### src/rtl/spi_xfer_fsm.sv
// SPI master transfer engine.
// Pops words from the TX FIFO, generates SCLK from a half-period divider, shifts MSB-first on
// MOSI while capturing MISO, and pushes each received word to the RX FIFO. The cs_pull_low /
// cs_pull_high pulses drive chip-select auto mode in the downstream select block.
//
// Ports:
//   i_clk, i_rst_n      clock, asynchronous active-low reset
//   i_enable            block enable; 0 aborts any transfer and holds IDLE
//   i_tx_valid          TX FIFO not empty
//   i_tx_data           TX FIFO head word, right-justified
//   o_tx_pop            pulse: i_tx_data consumed
//   i_word_size         bits per word minus 1
//   i_brd               SCLK half-period minus 1, in clk cycles (read live)
//   i_cpol, i_cpha      SPI mode
//   i_miso              serial data in (already synchronised)
//   o_sclk, o_mosi      serial clock / data out
//   o_rx_data           received word, right-justified, upper bits 0
//   o_rx_push           pulse: o_rx_data valid
//   o_cs_pull_low       pulse: transfer starting
//   o_cs_pull_high      pulse: last bit finished
//   o_busy              transfer in progress
module spi_xfer_fsm #(
  parameter int unsigned DATA_W = 32,
  parameter int unsigned BRD_W  = 16
) (
  input  logic              i_clk,
  input  logic              i_rst_n,
  input  logic              i_enable,
  input  logic              i_tx_valid,
  input  logic [DATA_W-1:0] i_tx_data,
  output logic              o_tx_pop,
  input  logic [4:0]        i_word_size,
  input  logic [BRD_W-1:0]  i_brd,
  input  logic              i_cpol,
  input  logic              i_cpha,
  input  logic              i_miso,
  output logic              o_sclk,
  output logic              o_mosi,
  output logic [DATA_W-1:0] o_rx_data,
  output logic              o_rx_push,
  output logic              o_cs_pull_low,
  output logic              o_cs_pull_high,
  output logic              o_busy
);

  typedef enum logic [1:0] {StIdle, StCsAssert, StTxRx} state_e;

  state_e              r_state;
  state_e              w_state_d;
  logic [BRD_W-1:0]    r_hp;
  logic [DATA_W-1:0]   r_txw;
  logic [DATA_W-1:0]   r_rx;
  logic [DATA_W-1:0]   r_rx_data;
  logic [4:0]          r_bcount;
  // Remaining SCLK edges minus 1; odd value means the next edge is a leading one.
  logic [5:0]          r_edges;
  logic                r_cpol;
  logic                r_cpha;
  logic                r_sclk;
  logic                r_mosi;
  // Keeps the engine from popping in the very first cycle after reset release.
  logic                r_armed;

  logic                w_tick;
  logic                w_lead;
  logic                w_start;
  logic                w_last;
  logic                w_sample;
  logic [DATA_W-1:0]   w_rx_next;
  logic [DATA_W-1:0]   w_word;

  // >= keeps the divider from running away if brd is lowered mid-count.
  assign w_tick    = (r_hp >= i_brd);
  assign w_lead    = r_edges[0];
  assign w_start   = (r_state == StIdle) && r_armed && i_enable && i_tx_valid;
  assign w_last    = (r_state == StTxRx) && w_tick && (r_edges == 6'd0) && i_enable;
  // cpha=0 samples on leading edges, cpha=1 on trailing edges.
  assign w_sample  = (r_state == StTxRx) && w_tick && (w_lead ^ r_cpha);
  assign w_rx_next = {r_rx[DATA_W-2:0], i_miso};
  // With cpha=1 the final sample lands in the same cycle as the push.
  assign w_word    = r_cpha ? w_rx_next : r_rx;

  assign o_tx_pop       = w_start;
  assign o_cs_pull_low  = w_start;
  assign o_rx_push      = w_last;
  assign o_cs_pull_high = w_last;
  assign o_busy         = (r_state != StIdle);
  assign o_rx_data      = w_last ? w_word : r_rx_data;
  assign o_sclk         = r_sclk;
  assign o_mosi         = r_mosi;

  always_ff @(posedge i_clk or negedge i_rst_n) begin
    if (!i_rst_n) begin
      r_state <= StIdle;
    end else begin
      r_state <= w_state_d;
    end
  end

  always_comb begin
    w_state_d = r_state;
    if (!i_enable) begin
      w_state_d = StIdle;
    end else begin
      unique case (r_state)
        StIdle:     if (w_start) w_state_d = StCsAssert;
        StCsAssert: if (w_tick) w_state_d = StTxRx;
        StTxRx:     if (w_tick && (r_edges == 6'd0)) w_state_d = StIdle;
        default:    w_state_d = StIdle;
      endcase
    end
  end

  always_ff @(posedge i_clk or negedge i_rst_n) begin
    if (!i_rst_n) begin
      r_hp      <= '0;
      r_txw     <= '0;
      r_rx      <= '0;
      r_rx_data <= '0;
      r_bcount  <= '0;
      r_edges   <= '0;
      r_cpol    <= 1'b0;
      r_cpha    <= 1'b0;
      r_sclk    <= 1'b0;
      r_mosi    <= 1'b0;
      r_armed   <= 1'b0;
    end else begin
      r_armed <= 1'b1;

      if ((w_state_d != r_state) || (r_state == StIdle) || w_tick) begin
        r_hp <= '0;
      end else begin
        r_hp <= r_hp + BRD_W'(1);
      end

      if (!i_enable) begin
        r_sclk <= i_cpol;
      end else begin
        unique case (r_state)
          StIdle: begin
            r_sclk <= i_cpol;
            if (w_start) begin
              r_txw    <= i_tx_data;
              r_bcount <= i_word_size;
              r_edges  <= {i_word_size, 1'b1};
              r_cpol   <= i_cpol;
              r_cpha   <= i_cpha;
              r_rx     <= '0;
              r_mosi   <= i_tx_data[i_word_size];
            end
          end
          StCsAssert: begin
          end
          StTxRx: begin
            if (w_tick) begin
              r_edges <= r_edges - 6'd1;
              r_sclk  <= w_lead ? ~r_cpol : r_cpol;
              // Drive the next bit on the edge opposite to sampling.
              if (w_lead == r_cpha) begin
                r_mosi <= r_txw[r_bcount];
              end
            end
            if (w_sample) begin
              r_rx <= w_rx_next;
              if (r_bcount != 5'd0) r_bcount <= r_bcount - 5'd1;
            end
            if (w_last) begin
              r_rx_data <= w_word;
            end
          end
          default: begin
          end
        endcase
      end
    end
  end

endmodule

### config.mk
export PLATFORM = sky130hd
export DESIGN_NAME = spi_xfer_fsm
export DESIGN_NICKNAME = d
export VERILOG_FILES = /design/src/rtl/spi_xfer_fsm.sv
export SDC_FILE = /design/constraint.sdc
export NUM_CORES = 1
export LEC_CHECK = 0
export CELL_PAD_IN_SITES_DETAIL_PLACEMENT = 2
export CELL_PAD_IN_SITES_GLOBAL_PLACEMENT = 2
export CORE_ASPECT_RATIO = 0.5
export CORE_UTILIZATION = 30
export DETAILED_ROUTE_END_ITERATION = 6
export GPL_TIMING_DRIVEN = 0
export MAX_ROUTING_LAYER = met4
export PLACE_DENSITY = 0.81
export SETUP_SLACK_MARGIN = 0.5
export SLEW_MARGIN = 20
export SYNTH_ARGS = -nofsm -noshare
export SYNTH_HDL_FRONTEND = slang
export SYNTH_SLANG_ARGS = --single-unit
### constraint.sdc
create_clock -name i_clk -period 4.6 [get_ports i_clk]
set_input_delay 0.92 -clock i_clk [delete_from_list [all_inputs] [get_ports i_clk]]
set_output_delay 0.92 -clock i_clk [all_outputs]
set_load 0.01 [all_outputs]
==> flow_summary.yaml, run 1 <==
cells_and_area:
  layout.nets: 860
  layout-drive-gt1-share_pct: 32.7
  area_delta_synth_final_pct: 38.9
  insertedDiodeCount: 0
  register_area_um2: 3250
  multi_input_area_um2: 3750
  postLayoutCellArea_um2: 9500
  fill_cells: 2262
pwr:
  max-vdd-ir-drop_mv: 0.224
  p_leak_nw: 4.21
  powerDensity_nw_per_um2: 332
floorplan:
  chipHeight_um: 109
  placementRows: 38
  ios: 99
  die_area_um2: 23400
  fp.dieW_um: 215
  start_util_pct: 31.1
  coreArea_um2: 22000
placement:
  port_buffers: 94
  dp_hpwl_mm: 14.6
  gp_congestion: 0.755
  post_dp_cell_area_um2: 8190
critical_path:
  path_class: "in2out"
  worstPathRequired_ps: 3680
  worstPathArrival_ps: 3280
  reg2reg_slack_ps: 1610
  regToRegEndpoint: "r_rx_data[7]$_DFFE_PN0P_"
  critPathCaptureType: "output port"
  crit_fanout: 6
  r2r-start: "r_hp[13]$_DFF_PN0_"
  startpoint_type: "input pin"
  ff2ff_path_depth: 9
synth:
  synth_commonest_cells: "dfrtp_1 (130), o21ai_0 (72), nand2_1 (62), nor2_1 (39), mux2i_1 (38)"
  synthArstFlopShare_pct: 100
  yosysWarnings: 0
  syn_nets: 721
  yosysTopAreaCell: "dfrtp_1"
  synth_top_area_share_pct: 47.6
  ys_seq_area_share_pct: 47.6
  synth_edf_count: 0
  yosysUniqueCellTypes: 51
  netlist_area_um2: 6840
  synth.most_common_cell: "dfrtp_1"
  synth_area_leaders: "dfrtp_1 (48%), mux2_2 (5.9%), mux4_2 (5.6%)"
  ys_ff_latch: 130
  syn_avg_cell_area_um2: 10.7
  synth_top_flop_cell: "dfrtp_1"
  netlist_instances: 641
sta:
  finalCritPeriodShare_pct: 91.3
  rsz0062_at_grt: "yes"
  hold_ws_ps: 365
  drv_slew: 0
  worst_clock_skew_ps: 11.0
  relSlewSlack_pct: 38.1
  fin_crit_ps: 4200
  tightest_slew_ps: 927
  setup_viol: 0
  fmax_mhz: 238
  hold_violations: 0
clocking:
  postCtsHoldBufs: 0
  clk_latency_ps: 420
  cts_tree: "built"
  cts_sinks: 130
  cts_made_buffers: 17
  clk_path_buf_depth: 2
  clk_pin_slew_worst_paths_ps: 60
  root_buffer: "clkbuf_16"
  htreeDepth: 4
grt:
  grt_pass1_vias: 6561
  grt_remaining_overflow: 0
  grt_antenna_before_repair: 0
  grt_pass1_wl_mm: 36.8
  grt_max_degree: 94
  track_usage_pct: 21.0
routing:
  wl_mm: 22.8
  drc: 0
  first_pass_iters: 7
  wl_per_cell_um: 20.8
  vias: 5614
  vias_per_cell: 5.14
  drtAntennaViolNets: 0
  drt_iter0_drc: 172
min_path:
  hold_class: "in2async"
outcome:
  status: "complete, no violations"
run:
  max_cap_violations: 0
## kinds of logic (layout without fill, tap and decap cells)
family / after synthesis / in the layout / synth area share [%]
compound gates: 144 / 144 / 13.6
xor+xnor: 17 / 17 / 2.18
fa+ha+maj: 20 / 20 / 3.66
buf+inv: 69 / 220 / 4.34
flops: 130 / 130 / 47.6
mux: 91 / 91 / 17.1
other cells: 1 / 1 / 0.0549
simple gates: 169 / 169 / 11.5
## placed cells by master, fill, tap and decap left out, drive strengths merged, types with 2 or more instances in the layout
cell and instances:
o211ai 3, inv 26, nand2 62, nand4 3
clkdlybuf4s50 42, a31oi 2, dfrtp 130, or4 3
xor2 11, ha 20, clkinv 5, nor3b 4
a21o 5, nor2 40, a22o 24, mux2 36
mux2i 38, o2111ai 2, nand3 27, mux4 17
dlygate4sd2 9, and2 2, nor3 6, buf 84
a2bb2oi 2, a21oi 12, xnor2 6, clkbuf 49
o41ai 3, o221ai 2, or3 9, o31ai 2
clkdlybuf4s15 2, and3 4, bufinv 2, o21ai 83
nand2b 6
## state kept, by name, summed over array words and instances (netlist names), 2 cells and up
| name | count |
|---|---|
| r_hp | 16 |
| r_rx_data | 32 |
| r_bcount | 5 |
| r_state | 2 |
| r_rx | 32 |
| r_txw | 32 |
| r_edges | 6 |
## power breakdown
part / total, mW / internal, mW / switching (mW)
combinational: 0.490 / 0.254 / 0.236
clock: 1.38 / 0.837 / 0.541
sequential: 1.29 / 1.24 / 0.0522
## area by class of cell
cell class | instances | share of cell area (%)
multi-input cells | 442 | 39.5
flip-flops and latches | 130 | 34.3
repair buffers | 120 | 11.8
clock buffers | 22 | 4.99
well taps | 300 | 3.95
plain buffers | 44 | 3.41
clock inverters | 9 | 1.11
inverters | 25 | 1.07
## metrics by stage
step	std cells	utilization, %	setup WS [ps]	setup TNS, ps	power [mW]
after CTS	1086	42.3	385	0	3.18
after global placement	1035	37.0	-2720	-378330	1.75
final	1092	43.1	401	0	3.16
after global routing	1092	43.1	296	0	3.29
after detailed placement	1036	37.2	-978	-30030	1.79
after floorplan	641	-	653	0	1.59
## per-layer routing
metal,vias up,share of wire [%],track usage [%]
met2,77,53,38.3
met5,-,0,-
li1,2584,-,-
met4,0,1.5,6.59
met1,2931,43,24.1
met3,22,2.5,3.04
## worst max-delay path by stage
stage / startpoint / end / slack [ps] / depth (start not counted)
global route: i_brd[13] / o_rx_data[18] / 300 / 13
detailed placement: i_brd[13] / o_rx_data[22] / -980 / 12
global placement: i_rst_n / r_txw[14]$_DFFE_PN0P_ / -2720 / 1
floorplan: i_brd[13] / o_rx_data[26] / 650 / 10
CTS: i_brd[13] / o_rx_data[22] / 390 / 13
finish: i_brd[13] / o_rx_data[22] / 400 / 13
## critical path, cell delays in order
cell and delay, ps:
buf_8 70, inv_4 30, ha_4 250, nand4_1 190
or3_4 410, o41ai_4 320, o2111ai_4 270, buf_8 270
buf_12 130, buf_16 140, nand2_4 70, o21ai_4 70
buf_6 130
## what timing repair did
item,CTS,global route
endpoints found under the hold margin,0,0
pin swaps,42,10
gates resized for setup,321,36
endpoints found under the setup margin,36,34
cloned,4,1
setup buffers,15,5
Power figures use the tool's default switching activity.
==> inputs of run 2 (changes only) <==
--- a/config.mk
+++ b/config.mk
@@ -10,7 +10,7 @@
 export CORE_ASPECT_RATIO = 0.5
 export CORE_UTILIZATION = 30
 export DETAILED_ROUTE_END_ITERATION = 6
-export GPL_TIMING_DRIVEN = 0
+export GPL_TIMING_DRIVEN = 1
 export MAX_ROUTING_LAYER = met4
 export PLACE_DENSITY = 0.81
 export SETUP_SLACK_MARGIN = 0.5
==> run 2 against run 1 <==
  * Clock power about the same
  * Design area increased by 1.1%
  * Largest cell class unchanged
  * Die area stayed put
  * Sequential cell count stayed put
==> flow_summary.yaml, run 2 (synthesis gave the netlist of run 1 again) <==
sta:
  fin_ws_ps: 371
  finalCritPeriodShare_pct: 91.9
  relSlewSlack_pct: 25.1
  hold_violations: 0
  worst_clock_skew_ps: 6.21
  tns_ps: 0
  fin_crit_ps: 4230
  rsz0062_at_grt: "yes"
  drv_slew: 0
  fmax_mhz: 236
  tightest_slew_ps: 1120
  setup_viol: 0
floorplan:
  coreArea_um2: 22000
  fp.dieW_um: 215
  die_area_um2: 23400
  start_util_pct: 31.1
  chipHeight_um: 109
  placementRows: 38
  ios: 99
pwr:
  powerDensity_nw_per_um2: 326
  max-vdd-ir-drop_mv: 0.229
  p_leak_nw: 4.25
clocking:
  postCtsHoldBufs: 0
  htreeDepth: 4
  clk_path_buf_depth: 2
  cts_made_buffers: 17
  root_buffer: "clkbuf_16"
  clk_latency_ps: 430
  cts_sinks: 130
  clk_pin_slew_worst_paths_ps: 60
  cts_tree: "built"
routing:
  vias_per_cell: 5.13
  first_pass_iters: 4
  drtAntennaViolNets: 0
  drt_iter0_drc: 136
  wl_mm: 22.5
  drc: 0
  wl_per_cell_um: 20.7
  vias: 5584
critical_path:
  startpoint: "i_brd[3]"
  path_class: "in2out"
  crit_top_cell: "buf_4"
  reg2reg_slack_ps: 1200
  worstPathArrival_ps: 3310
  crit_fanout: 10
  slowest_stage: "o41ai_4"
  critPathCapture: "o_rx_data[1]"
  r2r-start: "r_hp[14]$_DFF_PN0_"
  ff2ff_path_depth: 14
  slowest_delay_ps: 450
  startpoint_type: "input pin"
  regToRegEndpoint: "r_rx[3]$_DFFE_PN0P_"
  worstPathRequired_ps: 3680
  crit_path_cell_trace: "clkdlybuf4s50_1 > inv_1 > ha_2 > a211oi_2 > buf_4 > o41ai_4 > o2111ai_4 > buf_4 > buf_16 > o21ai_0 > clkdlybuf4s15_2"
  critPathCaptureType: "output port"
cells_and_area:
  area_delta_synth_final_pct: 40.4
  insertedDiodeCount: 0
  fill_cells: 2245
  postLayoutCellArea_um2: 9600
  layout-drive-gt1-share_pct: 35.0
  final_cell_mix: "dfrtp_1 (129), clkdlybuf4s50_1 (51), o21ai_0 (40)"
  largestRegisters: "r_rx (32), r_rx_data (32), r_txw (32)"
  final_common_cell: "dfrtp_1"
  layout.nets: 855
placement:
  post_dp_cell_area_um2: 8210
  dp_hpwl_mm: 13.9
  port_buffers: 98
  gp_congestion: 0.746
  place_worst_setup_slack_ps: -418
grt:
  grt_pass1_wl_mm: 34.6
  grt_pass1_vias: 6324
  grt_antenna_before_repair: 0
  track_usage_pct: 20.0
  grt_max_degree: 68
  grt_remaining_overflow: 0
min_path:
  hold_class: "reg2reg"
run:
  max_cap_violations: 0
outcome:
  status: "complete, no violations"
-- run 2: changes by cell type in the layout (fill, tap and decap cells not counted), sizes merged --
cell | before | now
dlygate4sd2 | 9 | 1
buf | 84 | 100
clkdlybuf4s15 | 2 | 3
clkdlybuf4s50 | 42 | 51
dlymetal6s2s | 0 | 1
clkbuf | 49 | 21
clkinvlp | 1 | 6
-- run 2: area by class of cell --
cell class / count / area, µm² / area share (%)
Clock buffer: 18 / 439 / 4.57
Clock inverter: 14 / 139 / 1.45
Inverter: 25 / 96.3 / 1.00
Sequential cell: 130 / 3250 / 33.9
Timing Repair Buffer: 159 / 1550 / 16.1
Multi-Input combinational cell: 442 / 3750 / 39.1
Tap cell: 300 / 375 / 3.91
-- run 2: worst max-delay path: cells and delay by family --
kind | cells | cell delay (ps)
buffers and inverters | 6 | 1240
AO/OA/AOI/OAI | 4 | 960
adder cells (fa/ha/maj) | 1 | 190
-- run 2: power breakdown --
group	internal, mW	switching (mW)	leakage, nW	total, mW
Clock	0.806	0.552	0.270	1.36
Combinational	0.247	0.162	2.27	0.410
Sequential	1.24	0.122	1.71	1.36
-- run 2: stage by stage --
step	hold WS [ps]	utilization, %	instances	power [mW]
2_1_floorplan	439	-	641	1.59
5_1_grt	517	43.6	1088	3.26
4_1_cts	479	41.4	1073	3.17
3_5_place_dp	466	37.3	1020	1.78
3_3_place_gp	453	37.3	1020	1.74
6_report	483	43.6	1088	3.13
-- run 2: worst min-delay path by stage --
| stage | startpoint | depth (start not counted) | endpoint | slack (ps) |
|---|---|---|---|---|
| floorplan | r_rx_data[10]$_DFFE_PN0P_ | 2 | r_rx_data[10]$_DFFE_PN0P_ | 440 |
| global placement | r_rx_data[12]$_DFFE_PN0P_ | 2 | r_rx_data[12]$_DFFE_PN0P_ | 450 |
| detailed placement | r_rx_data[16]$_DFFE_PN0P_ | 2 | r_rx_data[16]$_DFFE_PN0P_ | 470 |
| CTS | r_rx_data[16]$_DFFE_PN0P_ | 2 | r_rx_data[16]$_DFFE_PN0P_ | 480 |
| global route | r_rx_data[18]$_DFFE_PN0P_ | 2 | r_rx_data[18]$_DFFE_PN0P_ | 520 |
| finish | r_rx_data[18]$_DFFE_PN0P_ | 2 | r_rx_data[18]$_DFFE_PN0P_ | 480 |
-- run 2: timing repair --
| item | 4_1_cts | 5_1_grt |
|---|---|---|
| setup endpoints to repair | 36 | 36 |
| cloned | 4 | 2 |
| gates resized for setup | 236 | 111 |
| pin swaps | 23 | 29 |
| buffers inserted | 17 | 13 |
-- run 2: per-layer routing --
metal	global-route usage [%]	part of all wire, %
met4	6.69	2.0
met2	36.3	53
met5	-	0
met1	22.7	43
met3	3.35	2.2
==> inputs of run 3 (changes only) <==
==> constraint.sdc (replaced) <==
create_clock -name i_clk -period 4.6 [get_ports i_clk]
set_input_delay 0.92 -clock i_clk [delete_from_list [all_inputs] [get_ports i_clk]]
set_output_delay 0.92 -clock i_clk [all_outputs]
set_load 0.1 [all_outputs]
==> run 3 against run 2 <==
  * Non-clock buffer count decreased by 16
  * Design area increased by 5.7%
  * Clock skew increased by 4.5 ps
  * Register-to-register slack about the same
  * Critical endpoint is now o_rx_data[24]
  * Final cell count decreased by 1.5%
  * Largest power group is now the clock network
==> flow_summary.yaml, run 3 (synthesis gave the netlist of run 1 again) <==
critical_path:
  startpoint_type: "input pin"
  regToRegEndpoint: "r_rx[17]$_DFFE_PN0P_"
  ff2ff_path_depth: 8
  critPathCaptureType: "output port"
  reg2reg_slack_ps: 1210
  worstPathArrival_ps: 3290
  crit_fanout: 8
  r2r-start: "r_hp[13]$_DFF_PN0_"
  path_class: "in2out"
  startpoint: "i_brd[13]"
  worstPathRequired_ps: 3680
cells_and_area:
  multi_input_area_um2: 3980
  register_area_um2: 3250
  layout-drive-gt1-share_pct: 35.8
  area_delta_synth_final_pct: 48.4
  fill_cells: 2172
  largestRegisters: "r_rx (32), r_rx_data (32), r_txw (32)"
  layout.nets: 839
  fin_util_pct: 46.1
  insertedDiodeCount: 0
  final_cell_mix: "dfrtp_1 (129), clkdlybuf4s50_1 (46), o21ai_0 (40)"
  final_common_cell: "dfrtp_1"
sta:
  rsz0062_at_grt: "yes"
  fmax_mhz: 238
  fin_crit_ps: 4210
  setup_viol: 0
  fin_ws_ps: 391
  tns_ps: 0
  worst_clock_skew_ps: 10.7
  tightest_slew_ps: 1080
  relSlewSlack_pct: 28.0
  finalCritPeriodShare_pct: 91.5
  hold_violations: 0
  drv_slew: 0
placement:
  gp_congestion: 0.744
  place_worst_setup_slack_ps: 102
  port_buffers: 98
  dp_hpwl_mm: 14.4
grt:
  grt_remaining_overflow: 0
  grt_pass1_wl_mm: 36.5
  grt_pass1_vias: 6522
  grt_antenna_before_repair: 0
  grt_max_degree: 67
  track_usage_pct: 21.0
routing:
  wl_per_cell_um: 21.3
  first_pass_iters: 4
  drtAntennaViolNets: 0
  drc: 0
  vias: 5554
  wl_mm: 22.9
  drt_iter0_drc: 153
  vias_per_cell: 5.18
clocking:
  clk_latency_ps: 440
  cts_made_buffers: 17
  root_buffer: "clkbuf_16"
  cts_sinks: 130
  htreeDepth: 4
  clk_pin_slew_worst_paths_ps: 60
  clk_path_buf_depth: 2
  cts_tree: "built"
floorplan:
  die_area_um2: 23400
  chipHeight_um: 109
  placementRows: 38
  coreArea_um2: 22000
  ios: 99
  start_util_pct: 31.1
  fp.dieW_um: 215
run:
  max_cap_violations: 0
pwr:
  max-vdd-ir-drop_mv: 0.259
  powerDensity_nw_per_um2: 323
  p_leak_nw: 4.31
min_path:
  hold_depth: 1
  hold_start: "r_txw[23]$_DFFE_PN0P_"
  whs_endpoint: "r_txw[23]$_DFFE_PN0P_"
  hold_class: "reg2reg"
outcome:
  status: "complete, no violations"
==> run 3: changes by cell type in the layout (fill, tap and decap cells not counted), moves of 8 or more <==
cell,previous run,this run
nand2_2,6,17
buf_2,32,6
o21ai_4,4,32
o21ai_1,21,10
buf_6,14,6
buf_12,4,38
o21ai_2,18,1
==> run 3: worst max path at each step <==
| stage | to | slack [ps] | cells after the start |
|---|---|---|---|
| 6_report | o_rx_data[24] | 390 | 12 |
| 5_1_grt | o_rx_data[26] | 350 | 12 |
| 4_1_cts | o_rx_data[1] | 480 | 12 |
| 3_5_place_dp | o_rx_data[23] | 100 | 12 |
| 3_3_place_gp | o_rx_data[26] | 200 | 12 |
| 2_1_floorplan | o_rx_push | 440 | 9 |
==> run 3: critical path: stages <==
cell and delay, ps:
buf_6 70, inv_4 30, ha_4 250, nand4_1 180, or3_4 380, o41ai_4 420
o2111ai_4 190, buf_12 210, buf_6 130, buf_16 140, o21ai_4 160, buf_12 200
==> run 3: power breakdown <==
group	internal [mW]	total [mW]	switching [mW]
clock network	0.943	1.47	0.525
registers	1.24	1.36	0.127
logic	0.248	0.445	0.197
total	2.43	3.28	0.849
==> run 3: stage by stage <==
stage,cell area (µm²),hold slack [ps],power (mW),instances
after global routing,10100,523,3.41,1072
after detailed placement,8970,493,1.82,1017
final,10100,506,3.28,1072
after floorplan,7290,466,1.63,641
after CTS,9950,506,3.31,1069
after global placement,8970,483,1.78,1017
==> run 3: layout make-up <==
class | instances | share of cell area, %
timing repair buffer | 143 | 17.8
multi-input combinational | 442 | 39.3
sequential | 130 | 32.1
tap | 300 | 3.70
clock buffer | 21 | 4.64
clock inverter | 11 | 1.55
inverter | 25 | 1.01
==> run 3: layer usage <==
layer,vias up,wire [µm],track usage (%)
met5,-,0,-
met1,2926,9750,23.4
li1,2530,-,-
met3,29,493,4.21
met2,69,12300,39.1
met4,0,284,5.07
==> run 3: what timing repair did <==
action / CTS / global route
buffers inserted: 16 / 3
pin swaps: 25 / 7
gates cloned: 4 / 0
hold endpoints to repair: 0 / 0
gates resized for setup: 71 / 51
hold buffers: 0 / 0
endpoints found under the setup margin: 34 / 34
